## src/rtl/pool_pkg.sv

```systemverilog
// pool_pkg: shared definitions for the max-pooling sequencer and the pooling block.
// Holds the control/config word layout, the FSM state enum, the row-phase enum
// and the helper that builds one slot's control word.
package pool_pkg;

    // Word widths shared with the pooling block
    localparam int CTRL_WIDTH = 7;
    localparam int CFG_WIDTH  = 3;

    // Control word bit positions: {pad_row, pool_valid, mux_sel, rf_pop, push, pop, shift}
    localparam int CTRL_SHIFT   = 0;
    localparam int CTRL_POP     = 1;
    localparam int CTRL_PUSH    = 2;
    localparam int CTRL_RF_POP  = 3;
    localparam int CTRL_MUX_SEL = 4;
    localparam int CTRL_VALID   = 5;
    localparam int CTRL_PAD     = 6;

    // Config word: kernel-size switch sits above the stride field
    localparam int CFG_KERNEL = 2;

    typedef enum logic [1:0] {
        ST_IDLE,
        ST_WORD,
        ST_WAIT,
        ST_DONE
    } state_t;

    // Position of an input row inside its (non-overlapping) vertical window
    typedef enum logic [1:0] {
        PH_FIRST,
        PH_MID,
        PH_LAST
    } phase_t;

    // Control word for one slot: slot 0 pops a new input word, later slots shift it
    function automatic logic [CTRL_WIDTH-1:0] slot_ctrl(
        input phase_t phase,
        input logic   first_slot,
        input logic   pad
    );
        logic [CTRL_WIDTH-1:0] word;
        word             = '0;
        word[CTRL_PAD]   = pad;
        word[CTRL_POP]   = first_slot;
        word[CTRL_SHIFT] = !first_slot;
        case (phase)
            PH_FIRST: begin
                word[CTRL_MUX_SEL] = 1'b1;
                word[CTRL_PUSH]    = 1'b1;
            end
            PH_MID: begin
                word[CTRL_PUSH]    = 1'b1;
                word[CTRL_RF_POP]  = 1'b1;
            end
            default: begin
                word[CTRL_RF_POP]  = 1'b1;
                word[CTRL_VALID]   = 1'b1;
            end
        endcase
        return word;
    endfunction

endpackage

```

## src/rtl/pool_ctrl_cnt.sv

```systemverilog
// pool_ctrl_cnt: loadable wrap counter. Advances on en, wraps to zero after
// reaching last, and flags the terminal count combinationally.
module pool_ctrl_cnt #(
    parameter int WIDTH = 8
) (
    input  logic             clk,
    input  logic             reset,
    input  logic             load,
    input  logic [WIDTH-1:0] load_val,
    input  logic             en,
    input  logic [WIDTH-1:0] last,
    output logic [WIDTH-1:0] count,
    output logic             tc
);

    logic [WIDTH-1:0] count_reg;

    assign count = count_reg;
    assign tc    = (count_reg == last);

    // Count register: reset, then load, then wrap-increment
    always_ff @(posedge clk) begin
        if (reset) begin
            count_reg <= '0;
        end else if (load) begin
            count_reg <= load_val;
        end else if (en) begin
            count_reg <= tc ? '0 : count_reg + 1'b1;
        end
    end

endmodule

```

## src/rtl/pool_ctrl.sv

```systemverilog
// pool_ctrl: turns a start command plus a layer descriptor into the per-cycle
// control and config words for the max-pooling block.
// Optional feature macro: POOL_PAD_EN (trailing zero rows, pad_row bit).
// Counters always point at the next slot to issue; the control word for that
// slot is registered on the same edge that advances them, so the first word
// shows up on the cycle right after start is accepted.
module pool_ctrl #(
    parameter int NUM_PE       = 4,
    parameter int CTRL_WIDTH   = 7,
    parameter int CFG_WIDTH    = 3,
    parameter int STRIDE_WIDTH = 2,
    parameter int DIM_WIDTH    = 8
) (
    input  logic                    clk,
    input  logic                    reset,
    input  logic                    start,
    input  logic                    cfg_kernel3,
    input  logic [STRIDE_WIDTH-1:0] cfg_stride,
    input  logic [DIM_WIDTH-1:0]    cfg_row_words,
    input  logic [DIM_WIDTH-1:0]    cfg_out_rows,
    input  logic [1:0]              cfg_pad_rows,
    input  logic                    pool_ready,
    input  logic                    read_ready,
    output logic [CTRL_WIDTH-1:0]   ctrl,
    output logic [CFG_WIDTH-1:0]    cfg,
    output logic                    busy,
    output logic                    done,
    output logic                    err
);

    import pool_pkg::*;

    localparam int TW       = DIM_WIDTH + 2;
    localparam int NCNT     = 4;
    localparam int CNT_SLOT = 0;
    localparam int CNT_WORD = 1;
    localparam int CNT_ROW  = 2;
    localparam int CNT_WIN  = 3;
    localparam logic [DIM_WIDTH-1:0] SLOT_LAST_S1 = DIM_WIDTH'(NUM_PE - 1);
    localparam logic [DIM_WIDTH-1:0] SLOT_LAST_S2 = DIM_WIDTH'(NUM_PE / 2 - 1);

    state_t                  state_reg, state_next;
    logic [CTRL_WIDTH-1:0]   ctrl_reg, ctrl_next;
    logic [CFG_WIDTH-1:0]    cfg_reg;
    logic                    busy_reg, busy_next;
    logic                    done_reg, done_next;
    logic                    err_reg, err_next;
    logic [DIM_WIDTH-1:0]    row_words_reg, out_rows_reg;

    // Descriptor in effect: raw inputs while idle (start cycle), latched copy otherwise
    logic                    in_idle;
    logic                    eff_k3;
    logic [STRIDE_WIDTH-1:0] eff_stride;
    logic [DIM_WIDTH-1:0]    eff_row_words, eff_out_rows;
    logic [DIM_WIDTH-1:0]    kh;
    logic [TW-1:0]           total_rows, row_index;

    logic                    legal, pad_now, slot0, gate;
    logic                    start_ok, active, issue, final_slot, load_cnt;
    phase_t                  phase;

    logic [DIM_WIDTH-1:0]    cnt_last [NCNT];
    logic [DIM_WIDTH-1:0]    cnt_val  [NCNT];
    logic [NCNT-1:0]         cnt_en, cnt_tc;

`ifdef POOL_PAD_EN
    logic [1:0]              pad_rows_reg;
    logic [1:0]              eff_pad_rows;
    assign eff_pad_rows = in_idle ? cfg_pad_rows : pad_rows_reg;
`else
    logic [1:0]              unused_pad_rows;
    assign unused_pad_rows = cfg_pad_rows;
`endif

    assign ctrl = ctrl_reg;
    assign cfg  = cfg_reg;
    assign busy = busy_reg;
    assign done = done_reg;
    assign err  = err_reg;

    assign in_idle       = (state_reg == ST_IDLE);
    assign eff_k3        = in_idle ? cfg_kernel3   : cfg_reg[CFG_KERNEL];
    assign eff_stride    = in_idle ? cfg_stride    : cfg_reg[STRIDE_WIDTH-1:0];
    assign eff_row_words = in_idle ? cfg_row_words : row_words_reg;
    assign eff_out_rows  = in_idle ? cfg_out_rows  : out_rows_reg;

    // Slot, word, row and window counters; each advances when all lower ones wrap
    genvar gi;
    generate
        for (gi = 0; gi < NCNT; gi++) begin : g_cnt
            if (gi == 0) begin : g_en_first
                assign cnt_en[gi] = issue;
            end else begin : g_en_chain
                assign cnt_en[gi] = issue & (&cnt_tc[gi-1:0]);
            end
            pool_ctrl_cnt #(.WIDTH(DIM_WIDTH)) u_cnt (
                .clk      (clk),
                .reset    (reset),
                .load     (load_cnt),
                .load_val ('0),
                .en       (cnt_en[gi]),
                .last     (cnt_last[gi]),
                .count    (cnt_val[gi]),
                .tc       (cnt_tc[gi])
            );
        end
    endgenerate

    assign final_slot = &cnt_tc;

    // Window geometry, legality, pad detection and row phase for the pending slot
    always_comb begin
        kh                 = eff_k3 ? DIM_WIDTH'(3) : DIM_WIDTH'(2);
        total_rows         = TW'(eff_out_rows) * TW'(kh);
        row_index          = TW'(cnt_val[CNT_WIN]) * TW'(kh) + TW'(cnt_val[CNT_ROW]);
        cnt_last[CNT_SLOT] = (eff_stride == STRIDE_WIDTH'(2)) ? SLOT_LAST_S2 : SLOT_LAST_S1;
        cnt_last[CNT_WORD] = eff_row_words - 1'b1;
        cnt_last[CNT_ROW]  = kh - 1'b1;
        cnt_last[CNT_WIN]  = eff_out_rows - 1'b1;
        legal = ((eff_stride == STRIDE_WIDTH'(1)) || (eff_stride == STRIDE_WIDTH'(2))) &&
                (eff_row_words != '0) && (eff_out_rows != '0);
`ifdef POOL_PAD_EN
        legal   = legal && (TW'(eff_pad_rows) < total_rows);
        pad_now = (row_index + TW'(eff_pad_rows)) >= total_rows;
`else
        pad_now = 1'b0;
`endif
        if (cnt_val[CNT_ROW] == '0) begin
            phase = PH_FIRST;
        end else if (cnt_tc[CNT_ROW]) begin
            phase = PH_LAST;
        end else begin
            phase = PH_MID;
        end
        slot0    = (cnt_val[CNT_SLOT] == '0);
        gate     = pad_now || (pool_ready && ((phase != PH_LAST) || read_ready));
        start_ok = in_idle && start && legal;
        active   = start_ok || (state_reg == ST_WORD) || (state_reg == ST_WAIT);
        issue    = active && (!slot0 || gate);
    end

    // State register
    always_ff @(posedge clk) begin
        if (reset) begin
            state_reg <= ST_IDLE;
        end else begin
            state_reg <= state_next;
        end
    end

    // Next state and next registered outputs
    always_comb begin
        state_next = state_reg;
        ctrl_next  = '0;
        done_next  = 1'b0;
        err_next   = 1'b0;
        load_cnt   = 1'b0;
        case (state_reg)
            ST_IDLE: begin
                load_cnt = !issue;
                if (start && !legal) begin
                    err_next  = 1'b1;
                    done_next = 1'b1;
                end
            end
            ST_DONE: begin
                done_next  = 1'b1;
                load_cnt   = 1'b1;
                state_next = ST_IDLE;
            end
            default: ;
        endcase
        if (active) begin
            if (issue) begin
                ctrl_next  = slot_ctrl(phase, slot0, pad_now);
                state_next = final_slot ? ST_DONE : ST_WORD;
            end else begin
                state_next = ST_WAIT;
            end
        end
        busy_next = (state_next != ST_IDLE);
    end

    // Registered outputs and descriptor latch
    always_ff @(posedge clk) begin
        if (reset) begin
            ctrl_reg      <= '0;
            cfg_reg       <= '0;
            busy_reg      <= 1'b0;
            done_reg      <= 1'b0;
            err_reg       <= 1'b0;
            row_words_reg <= '0;
            out_rows_reg  <= '0;
`ifdef POOL_PAD_EN
            pad_rows_reg  <= '0;
`endif
        end else begin
            ctrl_reg <= ctrl_next;
            busy_reg <= busy_next;
            done_reg <= done_next;
            err_reg  <= err_next;
            if (start_ok) begin
                cfg_reg       <= {cfg_kernel3, cfg_stride};
                row_words_reg <= cfg_row_words;
                out_rows_reg  <= cfg_out_rows;
`ifdef POOL_PAD_EN
                pad_rows_reg  <= cfg_pad_rows;
`endif
            end
        end
    end

endmodule

```

## config.mk

```make
export PLATFORM = sky130hd
export DESIGN_NAME = pool_ctrl
export DESIGN_NICKNAME = d
export VERILOG_FILES = /design/src/rtl/pool_pkg.sv /design/src/rtl/pool_ctrl_cnt.sv /design/src/rtl/pool_ctrl.sv
export SDC_FILE = /design/constraint.sdc
export NUM_CORES = 1
export LEC_CHECK = 0
export CAP_MARGIN = 20
export CELL_PAD_IN_SITES_DETAIL_PLACEMENT = 0
export CELL_PAD_IN_SITES_GLOBAL_PLACEMENT = 1
export CORE_MARGIN = 2
export CORE_UTILIZATION = 35
export CTS_CLUSTER_DIAMETER = 120
export DETAILED_ROUTE_END_ITERATION = 12
export GPL_TIMING_DRIVEN = 1
export PLACE_DENSITY = 0.66
export SYNTH_ARGS = -nofsm -noshare
export SYNTH_HDL_FRONTEND = slang
export SYNTH_SLANG_ARGS = --single-unit
```

## constraint.sdc

```tcl
create_clock -name clk -period 4.3 [get_ports clk]
set_clock_uncertainty 0.1 [all_clocks]
set_input_delay 0.86 -clock clk [delete_from_list [all_inputs] [get_ports clk]]
set_output_delay 0.86 -clock clk [all_outputs]
set_load 0.1 [all_outputs]
```

# Word level (Yosys, flattened, before mapping)
# Index checks and enable logic that the tools add are counted.
# op_classes
add_sub_neg	7
eq_ne	11
mux	23
bitwise	6
n_reduce_logical	30
# ops
cell	count
two-way mux 8 bit	6
adder 8 x 1 -> 8 bit, second input constant	4
equality test 8 bit	3
zero test 8 bit	2
two-way mux 2 bit	8
nonzero test 8 bit	2
subtractor 8 x 1 -> 8 bit, second input constant	2
equality test 8 x 2 -> 1 bit	1
OR reduction 2 bit	4
logical AND 1 bit	7
two-way mux 1 bit	7
equality test 2 x 1 -> 1 bit, second input constant	3
equality test 2 bit, second input constant	3
logical OR 1 bit	5
zero test 2 bit	2
one-hot mux 1 bit (2 select lines)	2
AND reduction 4 bit	1
AND 1 bit	3
zero test 1 bit	3
inverter 1 bit	3
AND reduction 3 bit	1
OR reduction 3 bit	1
subtractor 2 x 1 -> 3 bit, second input constant	1
inequality test 2 bit, second input constant	1
other kinds (2)	2
# totals
register_bits	63
in_bits	26
wordCells	90

# Longest topological paths before layout
# depth
ltp_word	15
ltp_mapped	16
ltp_nobuf	11

# Cells and area by module
# From an unflattened synthesis, not the netlist that was laid out.
# unflattened
cells_unflattened	536
area_unflattened_um2	4588.2
# by_module_without_submodules
mod	instances	cells_per_inst	area_each_um2	seq_area_each_um2
pool_ctrl_cnt	4	74	635.6	160.2
pool_ctrl	1	240	2045.7	600.6

# Least setup slack after synthesis
# Ideal clock, no wire load.
# synth_timing
kind	reg-to-reg
start	register state_reg[0]
end	register g_cnt[2].u_cnt.count_reg[5]
setup_ns	0.070
t_arrival_ns	3.224
setup_slack_ns	0.906
path_stages_with_launch	16
n_path_buf	4
synth_period_minus_slack_ns	3.394
path_cell_list	dfxtp_1 inv_1 ha_1 buf_6 buf_2 buf_4 mux2i_1 ha_1 nor4b_1 a22oi_1 xnor2_1 nand4_1 or3_4 buf_6 or4_1 a21oi_1
# synth_between
elab_chain_len	15
# synth_lines
item	line	source
from (decl)	pool_ctrl.sv:42	state_t state_reg, state_next;
from (signal assigned)	pool_ctrl.sv:147	state_reg <= state_next;
zero test 2 bit	pool_ctrl.sv:81, pool_ctrl.sv:158	
two-way mux 1 bit	pool_ctrl.sv:82	assign eff_k3 = in_idle ? cfg_kernel3 : cfg_reg[CFG_KERNEL];
two-way mux 1 bit	pool_ctrl.sv:113	kh = eff_k3 ? DIM_WIDTH'(3) : DIM_WIDTH'(2);
subtractor 2 x 1 -> 3 bit	pool_ctrl.sv:118	cnt_last[CNT_ROW] = kh - 1'b1;
equality test 8 bit	pool_ctrl_cnt.sv:19	assign tc = (count_reg == last);
two-way mux 2 bit	pool_ctrl.sv:130	end else if (cnt_tc[CNT_ROW]) begin
two-way mux 2 bit	pool_ctrl.sv:128	if (cnt_val[CNT_ROW] == '0) begin
inequality test 2 bit	pool_ctrl.sv:136	gate = pad_now || (pool_ready && ((phase != PH_LAST) || read_ready));
logical OR 1 bit	pool_ctrl.sv:136	
logical AND 1 bit	pool_ctrl.sv:136	
logical OR 1 bit	pool_ctrl.sv:139	issue = active && (!slot0 || gate);
logical AND 1 bit	pool_ctrl.sv:139	
zero test 1 bit	pool_ctrl.sv:160	load_cnt = !issue;
one-hot mux 1 bit (2 select lines)	pool_ctrl.sv:158	case (state_reg)
OR reduction 2 bit (no line)	n/a	
to (signal assigned)	pool_ctrl_cnt.sv:26	count_reg <= load_val;
to (signal assigned)	pool_ctrl_cnt.sv:28	count_reg <= tc ? '0 : count_reg + 1'b1;
to (decl)	pool_ctrl_cnt.sv:16	logic [WIDTH-1:0] count_reg;
# Parallel ways exist; a longest one is shown, timed or not.
# A chain may end at the register's enable or synchronous reset.

# Final worst setup path
# layout_timing
start	input cfg_row_words[0]
end	register g_cnt[3].u_cnt.count_reg[2]
# layout_between
elab_chain_len	11
# layout_lines
item	line	source
from (decl)	pool_ctrl.sv:19	input logic [DIM_WIDTH-1:0] cfg_row_words,
two-way mux 8 bit (*)	pool_ctrl.sv:84	assign eff_row_words = in_idle ? cfg_row_words : row_words_reg;
branches (longest 10 deep; another with subtractor 8 x 1 -> 8 bit)	n/a	
to (signal assigned)	pool_ctrl_cnt.sv:26	
to (signal assigned)	pool_ctrl_cnt.sv:28	
to (decl)	pool_ctrl_cnt.sv:16	
# Mark *: on every way between the ends.

==> out/qor.csv <==
metric,value,unit
hpwl,6.23,mm
r2r_cells,13,
synthFlopType,dfxtp_1,
grt_max_degree,34,
die-area,11400,sq um
initial_utilization,0.359,
finalSetupTns,0,ns
synth.area.top_cells,"dfxtp_1 34%, mux2i_1 10%, nor2_1 5.8%, ha_1 5.1%, xnor2_1 4.7%",
hold_buffers,0,
drt_iter0_drc,89,
root_buffer,clkbuf_8,
ant_nets,0,
area_growth,17.7,%
wirelength,8.73,mm
finalMaxSlewViolations,0,
worstSetupPathType,input port to register,
slew_headroom,0.344,
port_buffers,35,
report.final.hold_viol_count,0,
synth-async-reset-ratio,0,
max-vdd-ir-drop,0.312,mV
clkTransAtPathRegs,0.07,ns
setup_viol,0,
wl_per_cell,14.5,um
routed_via_density,5.29,
status,finished clean,
hold-path-cell-count,2,
final_cell_mix,"62 x dfxtp_1, 57 x nor2_1, 37 x mux2i_1",
cts_resized,0,
fmax,269,MHz
die_y,107,um
synth.largest_area_cell,dfxtp_1,
cp_slowest_cell,or4b_1,
placed_cell_area,4160,sq um
worst_pin_slew,0.982,ns
worst-path-stages,10,
critPathLaunchType,input port,
clock-sinks,62,
crit_arrival,3.88,ns
die_x,107,um
drtPass1Iterations,4,
grt_pass1_wl,14.8,mm
gp_congestion,0.765,
min_period,3.72,ns
cts_tree,done,
grt_use_total,0.161,
critPathTopFamily,simple AND/OR/NAND/NOR gates,
synth_edf_count,0,
fin_area,4350,sq um
power_density,548,nW/um^2
ys_seq_elements,62,
antenna_found_initial,0,
largest_reg_flops,32,
clk_latency,0.34,ns
critical_path.max_stage_delay,0.61,ns
end_kind,register,
post_cts_buffers,0,
pin_count,39,
grt_pass1_vias,3104,
grt_overflow,0,
syn_avg_cell_area,8.69,sq um
min_path_type,register to register,
synth_top_area_frac,0.336,
crit_buf_inv,1,
crit_required,4.46,ns
final_common_cell,dfxtp_1,
drive_above_1_share,0.0710,
syn-cell-area,3690,sq um
cap_violations,0,
synthCells,425,
vias,3181,
ys_types,56,
synth_nets,466,
std_cell_rows,37,
antennaDiodeCount,0,
rsz0062_at_grt,false,
cts_htree_levels,3,
fin_nets,502,
yosysWarnings,0,
core,10300,sq um
cts_buffers,9,
path_cells,clkdlybuf4s50_1 -> mux2i_1 -> ha_1 -> nor4b_1 -> a22oi_1 -> xnor2_1 -> nand4_1 -> or3_4 -> or4b_1 -> o211ai_1,
worstPathMaxFanout,33,
clock_path_buffers,2,
period_share,0.864,
p_leak,1.59,nW
ys_seq_area_frac,0.336,
drc,0,
==> final cells by class <==
class	count	area [sq um]
Clock buffer	15	186
Fill cell	1057	5930
Inverter	13	48.8
Multi-Input combinational cell	331	2280
Sequential cell	62	1240
Tap cell	136	170
Timing Repair Buffer	44	418
==> cell families (layout without fill, tap and decap cells) <==
kind of cell    after synthesis  in the layout  synth area share
simple gates                173            173             0.250
compound gates               66             66             0.119
flops                        62             62             0.336
mux                          39             39             0.107
xor+xnor                     37             37            0.0878
buf+inv                      32             72            0.0478
fa+ha+maj                    15             15            0.0508
other cells                   1              1           0.00102
==> path summary, 6_finish.rpt <==
check | start | slack [ns] | end
setup / recovery | cfg_row_words[0] | 0.58 | g_cnt[3].u_cnt.count[2]
hold / removal | g_cnt[2].u_cnt.count[7] | 0.39 | g_cnt[2].u_cnt.count[7]
setup reg to reg | state_reg[0] | 0.72 | g_cnt[3].u_cnt.count[6]
hold reg to reg | g_cnt[2].u_cnt.count[7] | 0.39 | g_cnt[2].u_cnt.count[7]
==> power breakdown <==
group	internal, W	leakage [nW]	total (W)	switching, W
combinational	0.000427	0.988	0.00118	0.000753
sequential	0.000651	0.502	0.000710	0.0000593
clock	0.000270	0.0958	0.000491	0.000221
==> cells in the mapped netlist (4+ instances only) <==
master / count
dfxtp_1: 62
nor2_1: 57
mux2i_1: 37
xnor2_1: 20
a21oi_1: 18
xor2_1: 17
nand2_1: 16
ha_1: 15
nor3_1: 15
nand3_1: 14
inv_1: 13
nand4_1: 13
o21ai_0: 10
nor4_1: 9
buf_2: 8
nor3b_1: 8
o31ai_1: 8
or4_1: 7
nor2b_1: 6
and3_1: 5
clkbuf_1: 5
o211ai_1: 5
and2_1: 4
nor4b_1: 4
==> layer usage <==
layer | routed length, um | GRT usage | part of all wire
met1 | 4190 | 0.202 | 0.48
met2 | 4110 | 0.266 | 0.47
met3 | 334 | 0.0413 | 0.038
met4 | 99 | 0.0603 | 0.011
met5 | 0 | 0 | 0
==> tightest hold or removal path, cell delays in order, from the launching register on <==
cell     delay [ns]
dfxtp_1        0.32
o31ai_1        0.06
a21oi_1        0.06
==> through the flow <==
| stage | hold WS [ns] | instances | util | setup slack [ns] | total power [W] |
|---|---|---|---|---|---|
| floorplan | 0.352 | 425 | - | 0.906 | 0.00167 |
| global placement | 0.369 | 586 | 0.405 | 0.267 | 0.00190 |
| detailed placement | 0.373 | 586 | 0.405 | 0.224 | 0.00191 |
| CTS | 0.387 | 601 | 0.423 | 0.570 | 0.00242 |
| global route | 0.409 | 601 | 0.423 | 0.325 | 0.00254 |
| finish | 0.387 | 601 | 0.423 | 0.585 | 0.00238 |
No activity file was read; power rests on OpenSTA's default activity.
